--- config.mk ---
export PLATFORM = sky130hd
export DESIGN_NAME = regfile
export DESIGN_NICKNAME = d
export VERILOG_FILES = /design/src/rtl/regfile.sv
export SDC_FILE = /design/constraint.sdc
export NUM_CORES = 2
export LEC_CHECK = 0
export CORE_MARGIN = 2
export CORE_UTILIZATION = 37
export DETAILED_ROUTE_END_ITERATION = 6
export PLACE_DENSITY = 0.5
export SYNTH_ARGS = -nofsm -noshare
export SYNTH_HDL_FRONTEND = slang
export SYNTH_SLANG_ARGS = --single-unit
--- constraint.sdc ---
create_clock -name clk -period 6.85 [get_ports clk]
set_clock_uncertainty 0.1 [all_clocks]
set_input_delay 1.37 -clock clk [delete_from_list [all_inputs] [get_ports clk]]
set_output_delay 1.37 -clock clk [all_outputs]
set_load 0.02 [all_outputs]
--- src/rtl/regfile.sv ---
// regfile: general-purpose register file for the tinyproc datapath.
//
// Two combinational read ports (A, B) and one synchronous write port (C).
// Register 0 is hardwired to zero. Writes to it are dropped, and reads of it return 0.
//
// Parameters:
//   DATA_W  width of each register and of DinC/DoA/DoB (default 32)
//   ADDR_W  address width; depth = 2**ADDR_W (default 5 -> 32 registers)
//
// Ports:
//   clk     clock; write on rising edge
//   rst_n   asynchronous active-low reset; clears every register
//   AddrA   read port A address      -> DoA
//   AddrB   read port B address      -> DoB
//   AddrC   write port C address
//   DinC    write data for port C
//   wrback  write enable for port C (active high)
//   DoA     read data for AddrA
//   DoB     read data for AddrB
//
// Build option:
//   REGFILE_BYPASS_EN  when defined, each read port forwards DinC combinationally
//                      when wrback is high, AddrC is non-zero and the read address
//                      equals AddrC. Otherwise a read returns only the stored contents.
module regfile #(
    parameter int unsigned DATA_W = 32,
    parameter int unsigned ADDR_W = 5
) (
    input  logic              clk,
    input  logic              rst_n,
    input  logic [ADDR_W-1:0] AddrA,
    input  logic [ADDR_W-1:0] AddrB,
    input  logic [ADDR_W-1:0] AddrC,
    input  logic [DATA_W-1:0] DinC,
    output logic [DATA_W-1:0] DoA,
    output logic [DATA_W-1:0] DoB,
    input  logic              wrback
);

    localparam int unsigned DEPTH = 2 ** ADDR_W;

    logic [DATA_W-1:0] mem [DEPTH];
    logic              wr_valid;

    assign wr_valid = wrback && (AddrC != '0);

    always_ff @(posedge clk or negedge rst_n) begin
        if (!rst_n) begin
            mem <= '{default: '0};
        end else if (wr_valid) begin
            mem[AddrC] <= DinC;
        end
    end

    // Read ports. Address 0 is forced to zero explicitly and does not rely on mem[0].
    // The output is also held at zero while reset is asserted, so that forwarding
    // cannot leak DinC during reset.
    always_comb begin
        DoA = mem[AddrA];
`ifdef REGFILE_BYPASS_EN
        if (wr_valid && (AddrA == AddrC)) begin
            DoA = DinC;
        end
`endif
        if ((AddrA == '0) || !rst_n) begin
            DoA = '0;
        end
    end

    always_comb begin
        DoB = mem[AddrB];
`ifdef REGFILE_BYPASS_EN
        if (wr_valid && (AddrB == AddrC)) begin
            DoB = DinC;
        end
`endif
        if ((AddrB == '0) || !rst_n) begin
            DoB = '0;
        end
    end

endmodule

Word-level counts from Yosys, hierarchy flattened
Cells that the tools add are included.
- output and inout port bits: 64
- input bits: 50
- register bits after elaboration: 1024
- logic and storage cells: 58
- reduce and logical (&&, ||, !) cells: 8
- mux-type cells: 11
- bitwise logic cells: 3
- magnitude comparators: 4
- operators by type and width (operator ; count):
    $bwmux W1024 ; 1
    $bmux W32 S5 ; 2
    $mux W32 ; 7
    $demux W32 S5 ; 1
    $ge A6 B6 Y1 const B ; 3
    $not A5 Y6 ; 3
    $logic_not A5 Y1 ; 2
    $lt A6 B1 Y1 const B ; 1
    $reduce_bool A5 Y1 ; 1
    $logic_and A1 B1 Y1 ; 2
    $logic_or A1 B1 Y1 ; 2
    $logic_not A1 Y1 ; 1

Depth between registers and ports, before layout
- depth after elaboration: 6
- mapped depth: 9
- gate-level depth less buffers: 4

Worst setup path before layout
OpenSTA, ideal clock, no wires.
- path type: input -> output
- start: input AddrB[1]
- end: output DoB[13]
- data required time: 5380 ps
- slack: 2404 ps
- arrival time: 2976 ps
- stages: 7
- path buffers: 3
- cell sequence: buf_4 > buf_2 > clkbuf_1 > mux4_2 > a22o_1 > a31oi_1 > nand4_1
- longest elaborated chain between the ends: 5
- elaborated cells between the ends (all ways): 7
- ends and longest elaborated chain (what ; RTL line ; source):
    from (decl) ; 32 ; input logic [ADDR_W-1:0] AddrB,
    $not A5 Y6 (not written as such) ; 71 ; DoB = mem[AddrB];
    $bmux W32 S5 ; 71 ;
    $mux W32 (not written as such) (2 in a row) ; 71 ;
    $mux W32 (*) ; 77 ; if ((AddrB == '0) || !rst_n) begin
    to (decl) ; 36 ; output logic [DATA_W-1:0] DoB,
Every way passes the cells marked *; elsewhere a longest branch is shown, timed or not. The select of a mux whose other input is x is not followed.

Worst setup path in the final report
- start: input AddrB[3]
- end: output DoB[2]
The elaborated chain is that of the path after synthesis.

==> impl_metrics.tcl <==
set metrics [dict create \
    switching_power_mw 5.107 \
    dieArea_um2 150400 \
    synthMuxAreaShare_pct 40.46 \
    ant_nets 0 \
    post_synth_fa_ha_maj_area_fraction_pct 0 \
    clkPwrFrac_pct 35.6 \
    wl_met3_mm 15.79 \
    grt_pass1_wl_mm 292.8 \
    rows 140 \
    comb_power_share_pct 19.6 \
    synth-warning-count 0 \
    largest_reg_flops 1024 \
    relSlewSlack_pct 8.393 \
    grt_overflow 0 \
    synth.top_cell.area_share_pct 47.01 \
    layout-drive-gt1-share_pct 41.12 \
    ir_drop_uv 215.2 \
    avgSynthCellArea_um2 13.50 \
    seq_area_frac_synth_pct 47.01 \
    largest_register "mem" \
    setup_viol 0 \
    viasPerCell 6.190 \
    netSwitchingFraction_pct 28.46 \
    worst-path-buf-inv 3 \
    cts-htree-levels 3 \
    cp_top_family "buffers and inverters" \
    first_iter_violations 3354 \
    power.internal_mw 12.84 \
    initial_core_util_pct 37.36 \
    drc_errors 0 \
    pwr-share-seq_pct 44.8 \
    clock_path_buffers 3 \
    clock_latency_ns 0.74 \
    netlist_top_cells_area "dfrtp_1 (47%), mux2_2 (20%), mux4_2 (10%)" \
    synth_top_family_by_area "multiplexers" \
    fin_crit_ns 6.013 \
    hold_viol 0 \
    power_mw 17.95 \
    route.met2.wl_mm 88.81 \
    syn_nets 4087 \
    die_h_um 387.8 \
    worstMarginPinSlew_ns 1.371 \
    synth-seq-cells 1024 \
    cpMaxStageDelayCell "and4b_2" \
    via_count 37050 \
    cts_tree "done" \
    critPathMostFrequentCell "clkdlybuf4s50_1" \
    syn_area_um2 54510 \
    worstPathMaxFanout 17 \
    yosysTopAreaCell "dfrtp_1" \
    max_freq_mhz 166.3 \
    post_cts_buffers 0 \
    fin_util_pct 42.38 \
    cts_sinks 1024 \
    required_ns 5.38 \
    synthCells 4037 \
    worstPathArrival_ns 4.54 \
    power.density_nw_per_um2 290.2 \
    tns_ns 0 \
    clk_pin_slew_ns 0.06 \
    cts_inserted_buffers 117 \
    top_layer "met5" \
    synth-simple-area-share_pct 3.728 \
    port_buffers 113 \
    die_w_um 387.8 \
    status "finished clean" \
    grt_max_degree 156 \
    pin_count 114 \
    root_buffer "clkbuf_16" \
    synth_xor_area_share_pct 0 \
    crit_type "in2out" \
    cp-start-kind "input port" \
    cts_resized 0 \
    syn_to_final_growth_pct 13.44 \
    cp_slowest_stage_delay_ns 0.96 \
    antenna_found_initial 15 \
    final_nets 4022 \
    cp-end-kind "primary output" \
    synth_compound_area_share_pct 5.047 \
    coreArea_um2 145900 \
    wl_mm 205.3 \
    firstDrtPassIters 6 \
    dp.final_hpwl_mm 122.5 \
    gp_congestion 0.8049 \
    slew_viol_final 0 \
    track_usage_pct 27.07 \
    async_reset_ff_share_pct 100.0 \
    hold_path_class "reg2reg" \
    leakagePower_nw 27.37 \
    crit_chain "clkdlybuf4s50_1 > and4b_2 > buf_4 > a22o_1 > a31oi_1 > nand4_1 > clkdlybuf4s50_1" \
    rsz0062_at_grt "no" \
    reg_top3 "mem (1024)" \
    grt_pass1_vias 37160 \
    synth_enable_flop_cells 0 \
    yosysUniqueCellTypes 36 \
    ys.flop_type "dfrtp_1" \
    routedWlPerCell_um 34.29 \
    holdBufCountCts 0 \
    wl_met1_mm 94.76 \
    finalCritPeriodShare_pct 87.78 \
    cap_violations 0 \
]
-- layout make-up --
| cell class | count | area [um^2] |
|---|---|---|
| multi-input cells | 2554 | 27250 |
| clock inverters | 35 | 386.6 |
| clock buffers | 176 | 3453 |
| fillers | 13390 | 84080 |
| well taps | 1917 | 2399 |
| flip-flops and latches | 1024 | 25620 |
| diodes | 5 | 12.51 |
| repair buffers | 275 | 2709 |
-- cells in the mapped netlist (4+ instances only) --
| master | instances |
|---|---|
| mux2_2 | 983 |
| a21oi_1 | 65 |
| nor4bb_1 | 4 |
| nand2_1 | 118 |
| mux2i_1 | 517 |
| nor2b_1 | 11 |
| nand4b_1 | 4 |
| buf_4 | 21 |
| mux4_2 | 253 |
| clkbuf_1 | 237 |
| nand3_1 | 151 |
| a31oi_1 | 62 |
| a22oi_1 | 196 |
| nor2_1 | 22 |
| buf_1 | 4 |
| nand4_1 | 65 |
| and2_1 | 6 |
| dfrtp_1 | 1024 |
| buf_2 | 196 |
| or3_1 | 4 |
| mux2_1 | 10 |
| a22o_1 | 61 |
-- path summary, 6_finish.rpt --
check / slack [ns] / endpoint / startpoint / cells after the start
setup / recovery: 0.84 / DoB[2] / AddrB[3] / 7
hold / removal: 0.29 / mem[1008]$_DFFE_PN0P_ / mem[1008]$_DFFE_PN0P_ / 0
setup reg to reg: 5.93 / mem[772]$_DFFE_PN0P_ / mem[772]$_DFFE_PN0P_ / 1
hold reg to reg: 0.29 / mem[1008]$_DFFE_PN0P_ / mem[1008]$_DFFE_PN0P_ / 0
max in group asynchronous: 2.75 / mem[795]$_DFFE_PN0P_ / rst_n / 5
min in group asynchronous: 0.43 / mem[202]$_DFFE_PN0P_ / rst_n / 1
-- power groups by stage --
stage / Sequential [mW] / Combinational [mW] / Clock, mW
2_1_floorplan: 7.85 / 2.53 / 0
3_3_place_gp: 8.11 / 3.47 / 0
3_5_place_dp: 8.13 / 3.50 / 0
4_1_cts: 8.03 / 3.51 / 6.50
5_1_grt: 8.21 / 3.76 / 6.76
6_report: 8.05 / 3.51 / 6.39
-- through the flow --
| step | hold WS, ns | worst slack [ns] | instances | cell area, um^2 |
|---|---|---|---|---|
| 2_1_floorplan | 0.3246 | 2.404 | 4037 | 54510 |
| 3_3_place_gp | 0.2639 | 0.9020 | 5770 | 57990 |
| 3_5_place_dp | 0.2679 | 0.9510 | 5770 | 57990 |
| 4_1_cts | 0.2838 | 0.9403 | 5981 | 61830 |
| 5_1_grt | 0.3071 | 0.8533 | 5982 | 61830 |
| 6_report | 0.2868 | 0.8371 | 5986 | 61840 |
-- per-layer routing --
metal,track usage (%),vias to the layer above
met5,0,-
met3,5.124,292
met2,39.59,1394
li1,-,15160
met1,40.42,20200
met4,8.246,6
-- logic make-up (layout without fill, tap and decap cells) --
logic type,count (synthesis),after routing
AO/OA/AOI/OAI,388,388
buffers and inverters,459,486
flip-flops,1024,1024
multiplexers,1763,1763
other,0,5
AND/OR/NAND/NOR,403,403
-- cell usage in the layout (no fill, tap or decap), types with 82 or more instances in the layout --
master,Yosys,layout
clkdlybuf4s50_1,0,82
dfrtp_1,1024,1024
nand2_1,118,107
a22oi_1,196,196
nand3_1,151,149
clkbuf_16,0,120
buf_4,21,155
mux4_2,253,253
mux2_2,983,983
mux2i_1,517,517
No activity file was read; power rests on OpenSTA's default activity.
